<file path="src/rtl/logo_frame_streamer.sv">
// Raster-scan sequencer and RGB stream source for the 2-bit logo pixel memory.
// Walks (pix_x, pix_y) over the frame, maps each returned code through a
// 4-entry palette and emits a registered valid/ready pixel stream with
// start-of-frame and end-of-line markers.
// Optional feature: define LOGO_FRAME_COUNT_EN to add the 16-bit frame_count output.
module logo_frame_streamer #(
  parameter int unsigned FRAME_WIDTH  = 640,
  parameter int unsigned FRAME_HEIGHT = 480,
  parameter logic [23:0] COLOR0       = 24'h000000,
  parameter logic [23:0] COLOR1       = 24'hFFFFFF,
  parameter logic [23:0] COLOR2       = 24'hFF0000,
  parameter logic [23:0] COLOR3       = 24'h0000FF
) (
  input  logic        clk,
  input  logic        rst_n,
  input  logic        enable,
  output logic [31:0] pix_x,
  output logic [31:0] pix_y,
  input  logic [1:0]  pix_value,
  output logic [23:0] m_data,
  output logic        m_valid,
  input  logic        m_ready,
  output logic        m_sof,
  output logic        m_eol,
  output logic        busy,
  output logic        frame_done
`ifdef LOGO_FRAME_COUNT_EN
  ,
  output logic [15:0] frame_count
`endif
);

  // Degenerate one-pixel dimensions still get a 1-bit counter.
  localparam int unsigned XW = (FRAME_WIDTH > 1) ? $clog2(FRAME_WIDTH) : 1;
  localparam int unsigned YW = (FRAME_HEIGHT > 1) ? $clog2(FRAME_HEIGHT) : 1;
  localparam logic [XW-1:0] XMax = XW'(FRAME_WIDTH - 1);
  localparam logic [YW-1:0] YMax = YW'(FRAME_HEIGHT - 1);

  typedef enum logic [0:0] {StIdle, StActive} state_e;

  state_e        r_state;
  state_e        w_state_next;
  logic [XW-1:0] r_x;
  logic [YW-1:0] r_y;
  logic [23:0]   r_data;
  logic          r_valid;
  logic          r_sof;
  logic          r_eol;
  logic          r_last;
  logic          r_frame_done;
  logic          w_load;
  logic          w_busy;
  logic          w_x_last;
  logic          w_y_last;
  logic [23:0]   w_color;

  assign w_x_last = (r_x == XMax);
  assign w_y_last = (r_y == YMax);

  // State register.
  always_ff @(posedge clk or negedge rst_n) begin
    if (!rst_n) begin
      r_state <= StIdle;
    end else begin
      r_state <= w_state_next;
    end
  end

  // Next state: leave ACTIVE only once the final pixel of a frame is loaded.
  always_comb begin
    w_state_next = r_state;
    unique case (r_state)
      StIdle: begin
        if (enable) begin
          w_state_next = StActive;
        end
      end
      StActive: begin
        if (w_load && w_x_last && w_y_last && !enable) begin
          w_state_next = StIdle;
        end
      end
      default: w_state_next = StIdle;
    endcase
  end

  // FSM outputs: load a new pixel whenever the output slot is free or draining.
  always_comb begin
    w_busy = (r_state == StActive);
    w_load = w_busy && (!r_valid || m_ready);
  end

  // Palette lookup of the code for the currently presented coordinate.
  always_comb begin
    w_color = COLOR0;
    unique case (pix_value)
      2'b00: w_color = COLOR0;
      2'b01: w_color = COLOR1;
      2'b10: w_color = COLOR2;
      2'b11: w_color = COLOR3;
      default: w_color = COLOR0;
    endcase
  end

  // Raster counters advance once per loaded pixel and hold under backpressure.
  always_ff @(posedge clk or negedge rst_n) begin
    if (!rst_n) begin
      r_x <= '0;
      r_y <= '0;
    end else if (w_load) begin
      if (w_x_last) begin
        r_x <= '0;
        r_y <= w_y_last ? '0 : r_y + 1'b1;
      end else begin
        r_x <= r_x + 1'b1;
      end
    end
  end

  // Output register: load on a free slot, hold on stall, drop valid once drained.
  always_ff @(posedge clk or negedge rst_n) begin
    if (!rst_n) begin
      r_data  <= '0;
      r_valid <= 1'b0;
      r_sof   <= 1'b0;
      r_eol   <= 1'b0;
      r_last  <= 1'b0;
    end else if (w_load) begin
      r_data  <= w_color;
      r_valid <= 1'b1;
      r_sof   <= (r_x == '0) && (r_y == '0);
      r_eol   <= w_x_last;
      r_last  <= w_x_last && w_y_last;
    end else if (m_ready) begin
      r_valid <= 1'b0;
    end
  end

  // Frame-done pulse follows acceptance of the frame's last beat.
  always_ff @(posedge clk or negedge rst_n) begin
    if (!rst_n) begin
      r_frame_done <= 1'b0;
    end else begin
      r_frame_done <= r_valid && m_ready && r_last;
    end
  end

`ifdef LOGO_FRAME_COUNT_EN
  logic [15:0] r_frame_count;

  // Frame counter steps on the same edge that raises frame_done; wraps naturally.
  always_ff @(posedge clk or negedge rst_n) begin
    if (!rst_n) begin
      r_frame_count <= '0;
    end else if (r_valid && m_ready && r_last) begin
      r_frame_count <= r_frame_count + 16'd1;
    end
  end

  assign frame_count = r_frame_count;
`endif

  assign pix_x      = 32'(r_x);
  assign pix_y      = 32'(r_y);
  assign m_data     = r_data;
  assign m_valid    = r_valid;
  assign m_sof      = r_sof;
  assign m_eol      = r_eol;
  assign busy       = w_busy;
  assign frame_done = r_frame_done;

endmodule

</file>
<file path="config.mk">
export PLATFORM = sky130hd
export DESIGN_NAME = logo_frame_streamer
export DESIGN_NICKNAME = d
export VERILOG_FILES = /design/src/rtl/logo_frame_streamer.sv
export SDC_FILE = /design/constraint.sdc
export NUM_CORES = 1
export LEC_CHECK = 0
export CORE_ASPECT_RATIO = 1.1
export CORE_MARGIN = 4
export CORE_UTILIZATION = 37
export CTS_BUF_LIST = sky130_fd_sc_hd__clkbuf_4 sky130_fd_sc_hd__clkbuf_8
export CTS_CLUSTER_DIAMETER = 30
export DETAILED_ROUTE_END_ITERATION = 8
export GPL_TIMING_DRIVEN = 0
export PLACE_DENSITY = 0.78
export SKIP_LAST_GASP = 1
export SYNTH_ARGS = -nofsm -noshare
export SYNTH_HDL_FRONTEND = slang
export SYNTH_SLANG_ARGS = --single-unit
</file>
<file path="constraint.sdc">
create_clock -name clk -period 1.8 [get_ports clk]
set_clock_uncertainty 0.05 [all_clocks]
set_input_delay 0.18 -clock clk [delete_from_list [all_inputs] [get_ports clk]]
set_output_delay 0.18 -clock clk [all_outputs]
set_load 0.01 [all_outputs]
</file>
Word level (Yosys, flattened, before mapping)
Cells that the tools add are included.
{"block": "word_totals", "register_bits": 49, "inputBits": 6, "out_inout_bits": 93, "wordCells": 41}
{"block": "classes", "add_sub_neg": 2, "eq_ne": 5, "n_mux": 8, "bitwise": 1, "reduce_logical": 16}
{"op": "one-hot mux 24 bit (4 select lines)", "n": 1}
{"op": "adder 10 x 1 -> 10 bit, second input constant", "n": 1}
{"op": "equality test 10 bit, second input constant", "n": 1}
{"op": "logical NOT 10 bit", "n": 1}
{"op": "2-to-1 mux 10 bit", "n": 1}
{"op": "adder 9 x 1 -> 9 bit, second input constant", "n": 1}
{"op": "equality test 9 bit, second input constant", "n": 1}
{"op": "logical NOT 9 bit", "n": 1}
{"op": "2-to-1 mux 9 bit", "n": 1}
{"op": "logical AND 1 bit", "n": 8}
{"op": "equality test 2 bit, second input constant", "n": 2}
{"op": "2-to-1 mux 1 bit", "n": 4}
{"op": "equality test 2 x 1 -> 1 bit, second input constant", "n": 1}
{"op": "logical NOT 1 bit", "n": 2}
{"op": "logical NOT 2 bit", "n": 1}
{"op": "one-hot mux 1 bit (2 select lines)", "n": 1}
{"op": "AND reduction 2 bit", "n": 1}
{"op": "nonzero test 2 bit", "n": 1}
{"op": "logical OR 1 bit", "n": 1}
{"op": "NOT 1 bit", "n": 1}

Logic depth before layout (Yosys ltp)
{"block": "depth", "ltp_word": 8, "ltp_mapped": 6}

Worst setup path before layout
No wires, ideal clock.
{"block": "synth_path", "kind": "reg2reg", "start": "register r_y[0]", "end": "register r_y[3]", "setup_ns": 0.121, "arrival_ns": 1.566, "path_slack_ns": 0.064, "stages_incl_launch_ff": 6, "path_buffers": 0, "path_cell_list": "dfrtp_1 > ha_1 > nand4_1 > nor4_2 > o211ai_1 > a22o_1"}
{"block": "synth_between", "elab_chain_len": 2}
{"element": "start, declared", "line": "44", "source": "logic [YW-1:0] r_y;"}
{"element": "start signal, assigned", "line": "113", "source": "r_y <= w_y_last ? '0 : r_y + 1'b1;"}
{"element": "adder 9 x 1 -> 9 bit or equality test 9 bit (tied branches)", "line": "113, 58"}
{"element": "2-to-1 mux 9 bit (*)", "line": "113"}
Mark *: on every way between the ends. The rest lies on a longest branch, timed or not.
A chain may end at the register's enable or synchronous reset.

Worst setup path in the final report
Same ends and word-level chain as after synthesis.

==> run_results.csv <==
group,metric,value,unit
cts,clock_latency,270,ps
critical_path,rr_startpoint,"r_y[0]",
critical_path,crit_type,"register to register",
logic_synthesis,synth_top_family_by_area,"buffers and inverters",
timing,hold_viol_final,0,
logic_synthesis,synth-seq-cells,28,
hold_path,hp-class,"primary input to asynchronous set/reset pin",
timing,grt_setup_unrepaired,"yes",
cells_and_area,area_growth_syn_to_layout,49.1,%
logic_synthesis,syn_inst,213,
global_route,grt_pass1_vias,1543,
global_route,grt_overflow,0,
logic_synthesis,synth_compound_area_share,6.05,%
global_route,gr-usage-met3,2.81,%
logic_synthesis,synth-xor-area-share,3.61,%
routing,firstDrtPassIters,4,
cts,cts_sinks,28,
placed_design,dpl-instance-area,2710,µm²
critical_path,crit_path_end_kind,"register",
timing,slew-limit-headroom,58.1,%
timing,setup_viol,0,
floorplanning,dieArea,6480,µm²
timing,setup_slack,5.96,ps
routing,drt_wl_total,4560,µm
critical_path,worstPathRequired,1920,ps
power_and_ir_drop,p_leak,1.45,nW
critical_path,crit_slowest_cell,"dfrtp_1",
power_and_ir_drop,powerDensity,723,nW/µm²
routing,drt-initial-drc-count,66,
cells_and_area,area.sequential,704,µm²
logic_synthesis,yosysTopAreaCellShare,36.1,%
floorplanning,initial_core_util,38.6,%
outcome,status,"complete, no violations",
global_route,grt_usage,13.5,%
logic_synthesis,synth_area_leaders,"dfrtp_1 36%, buf_4 25%, ha_1 5.2%",
floorplanning,core_area,5030,µm²
timing,fin_crit,1790,ps
cells_and_area,antennaDiodeCount,0,
floorplanning,die_w,77.1,µm
placed_design,portBuffers,53,
global_route,grt_max_degree,29,
critical_path,arrival,1910,ps
placed_design,place_congestion,0.856,
logic_synthesis,synth_top_area_cell,"dfrtp_1",
logic_synthesis,yosys.area_share.simple,17.1,%
logic_synthesis,syn-cell-area,1940,µm²
timing,slew_viol_final,0,
logic_synthesis,synth_fa_ha_area_share,5.15,%
critical_path,r2r_slack,6,ps
routing,avgViaCountPerCell,4.40,
cells_and_area,fillers,442,
cts,cts_tree,"done",
run,max-cap-violations,0,
logic_synthesis,synth_cell_types,36,
global_route,met2_usage,26.1,%
cts,cts_buffers,3,
critical_path,r2r-end,"r_y[3]",
power_and_ir_drop,ir_worst_vdd,0.374,mV
cells_and_area,drive_above_1_share,31.5,%
cells_and_area,layout_commonest_cell,"buf_4",
timing,worst_pin_slew,629,ps
logic_synthesis,muxShareOfSynthArea,3.35,%
global_route,antenna_found_initial,0,
cts,clk_pin_slew,90,ps
logic_synthesis,yosys_warnings,0,
floorplanning,fp.dieH,84.0,µm
cells_and_area,final_cell_area,2900,µm²
cts,cts_max_level,1,
floorplanning,io_pins,99,
global_route,grt_pass1_wl,7180,µm
cells_and_area,multi_input_area,918,µm²
logic_synthesis,postSynthAreaPerCell,9.12,µm²
critical_path,startpoint_type,"register",
cells_and_area,final_cell_mix,"76 x buf_4, 52 x clkdlybuf4s50_1, 45 x conb_1",
floorplanning,rows,27,
cells_and_area,final_nets,337,
critical_path,critPathMaxFanout,6,
timing,fin_crit_sh,99.7,%
routing,wl_per_cell,12.0,µm
global_route,busiest_layer,"met2",
critical_path,cp_slowest_stage_delay,420,ps
routing,drtAntennaViolNets,0,
routing,vias,1667,
cts,cts-root-buf,"clkbuf_8",
critical_path,r2r_cells,6,
placed_design,dp_hpwl,3390,µm
global_route,met1_usage,15.3,%
routing,route.detailed.drc,0,
critical_path,worstPathCellList,"ha_2 -> nand4_1 -> nor4_4 -> buf_4 -> o211ai_1 -> a22o_1",
timing,fmax,557,MHz
logic_synthesis,seq_area_frac_synth,36.1,%
cts,cts_buffer_depth,2,
placed_design,place_ws,-403,ps
[report_power, final]
part	internal, mW	switching, mW	total (mW)	leakage, nW
Combinational	0.532	0.382	0.914	1.09
Sequential	0.722	0.121	0.843	0.332
Clock	0.150	0.187	0.338	0.0216
[what timing repair did]
| action | 4_1_cts | 5_1_grt |
|---|---|---|
| hold endpoints to repair | 0 | 28 |
| hold buffers | 0 | 1 |
| setup buffers | 7 | 4 |
| resized for setup | 8 | 10 |
| endpoints found under the setup margin | 14 | 12 |
| pin swaps | 1 | 2 |
[cells in the mapped netlist, drive strengths merged]
cell type and number:
a21o 2, nor4 5, xnor2 5, mux2 4, nand3b 2, nand4b 1
a41o 1, or4 1, o31ai 2, nand3 9, a31oi 1, dfrtp 28
mux2i 2, nand2b 1, nand4 6, nor2b 2, a211oi 1, nand2 16
o41ai 2, nor2 8, nor3 7, a22o 1, xor2 3, or3 1
o211ai 1, ha 8, clkbuf 5, conb 1, a21oi 2, inv 9
o21ai 4, or2 1, and3 4, buf 67
[layer usage]
layer | vias up | part of all wire, %
met5 | - | 0
met4 | 0 | 0.88
met3 | 6 | 7.2
met2 | 67 | 55
met1 | 773 | 37
li1 | 821 | -
[area by class of cell]
type | count | area share [%]
repair buffers | 65 | 21.5
inverters | 9 | 1.17
well taps | 58 | 2.51
clock buffers | 3 | 1.43
plain buffers | 68 | 17.4
flip-flops and latches | 28 | 24.3
multi-input cells | 148 | 31.7
[sequential cells by signal, indices dropped and copies added (netlist names)]
register,count
r_x,10
r_y,9
m_data,3
busy,1
frame_done,1
m_eol,1
m_sof,1
m_valid,1
r_last,1
[cell families (layout without fill, tap and decap cells)]
logic type / count (synthesis) / count (layout)
compound gates: 17 / 17
xor+xnor: 8 / 8
fa+ha+maj: 8 / 8
buf+inv: 81 / 145
flops: 28 / 28
mux: 6 / 6
other cells: 1 / 45
simple gates: 64 / 64
[how the worst max path moves through the flow]
stage                        from      to  slack, ps  cells after the start
final                      r_y[0]  r_y[3]          6                      6
after global routing       r_y[0]  r_y[3]       -100                      6
after CTS                  r_x[6]  r_y[5]        0.9                      5
after detailed placement  m_ready  r_y[8]       -400                      6
after global placement    m_ready  r_y[8]       -380                      6
after floorplan            r_y[0]  r_y[3]         60                      5
[worst max-delay path, delay by kind of cell (launching register included)]
family / cells / cell delay, ps
and+or+nand+nor: 2 / 450
DFF: 1 / 420
buffers and inverters: 1 / 190
adders and majority gates: 1 / 220
AOI/OAI and AO/OA: 2 / 350
[metrics by stage]
stage                     hold WS, ps  setup TNS (ps)  utilization, %  power (mW)  cells
after floorplan                  -166               0               -        1.29    257
after CTS                         414               0            56.3        2.08    377
after global routing              437            -280            57.5        2.23    379
final                             410               0            57.5        2.09    379
after detailed placement          423           -4150            53.9        1.68    368
after global placement            413           -3640            53.9        1.65    368
Power figures use the tool's default switching activity.
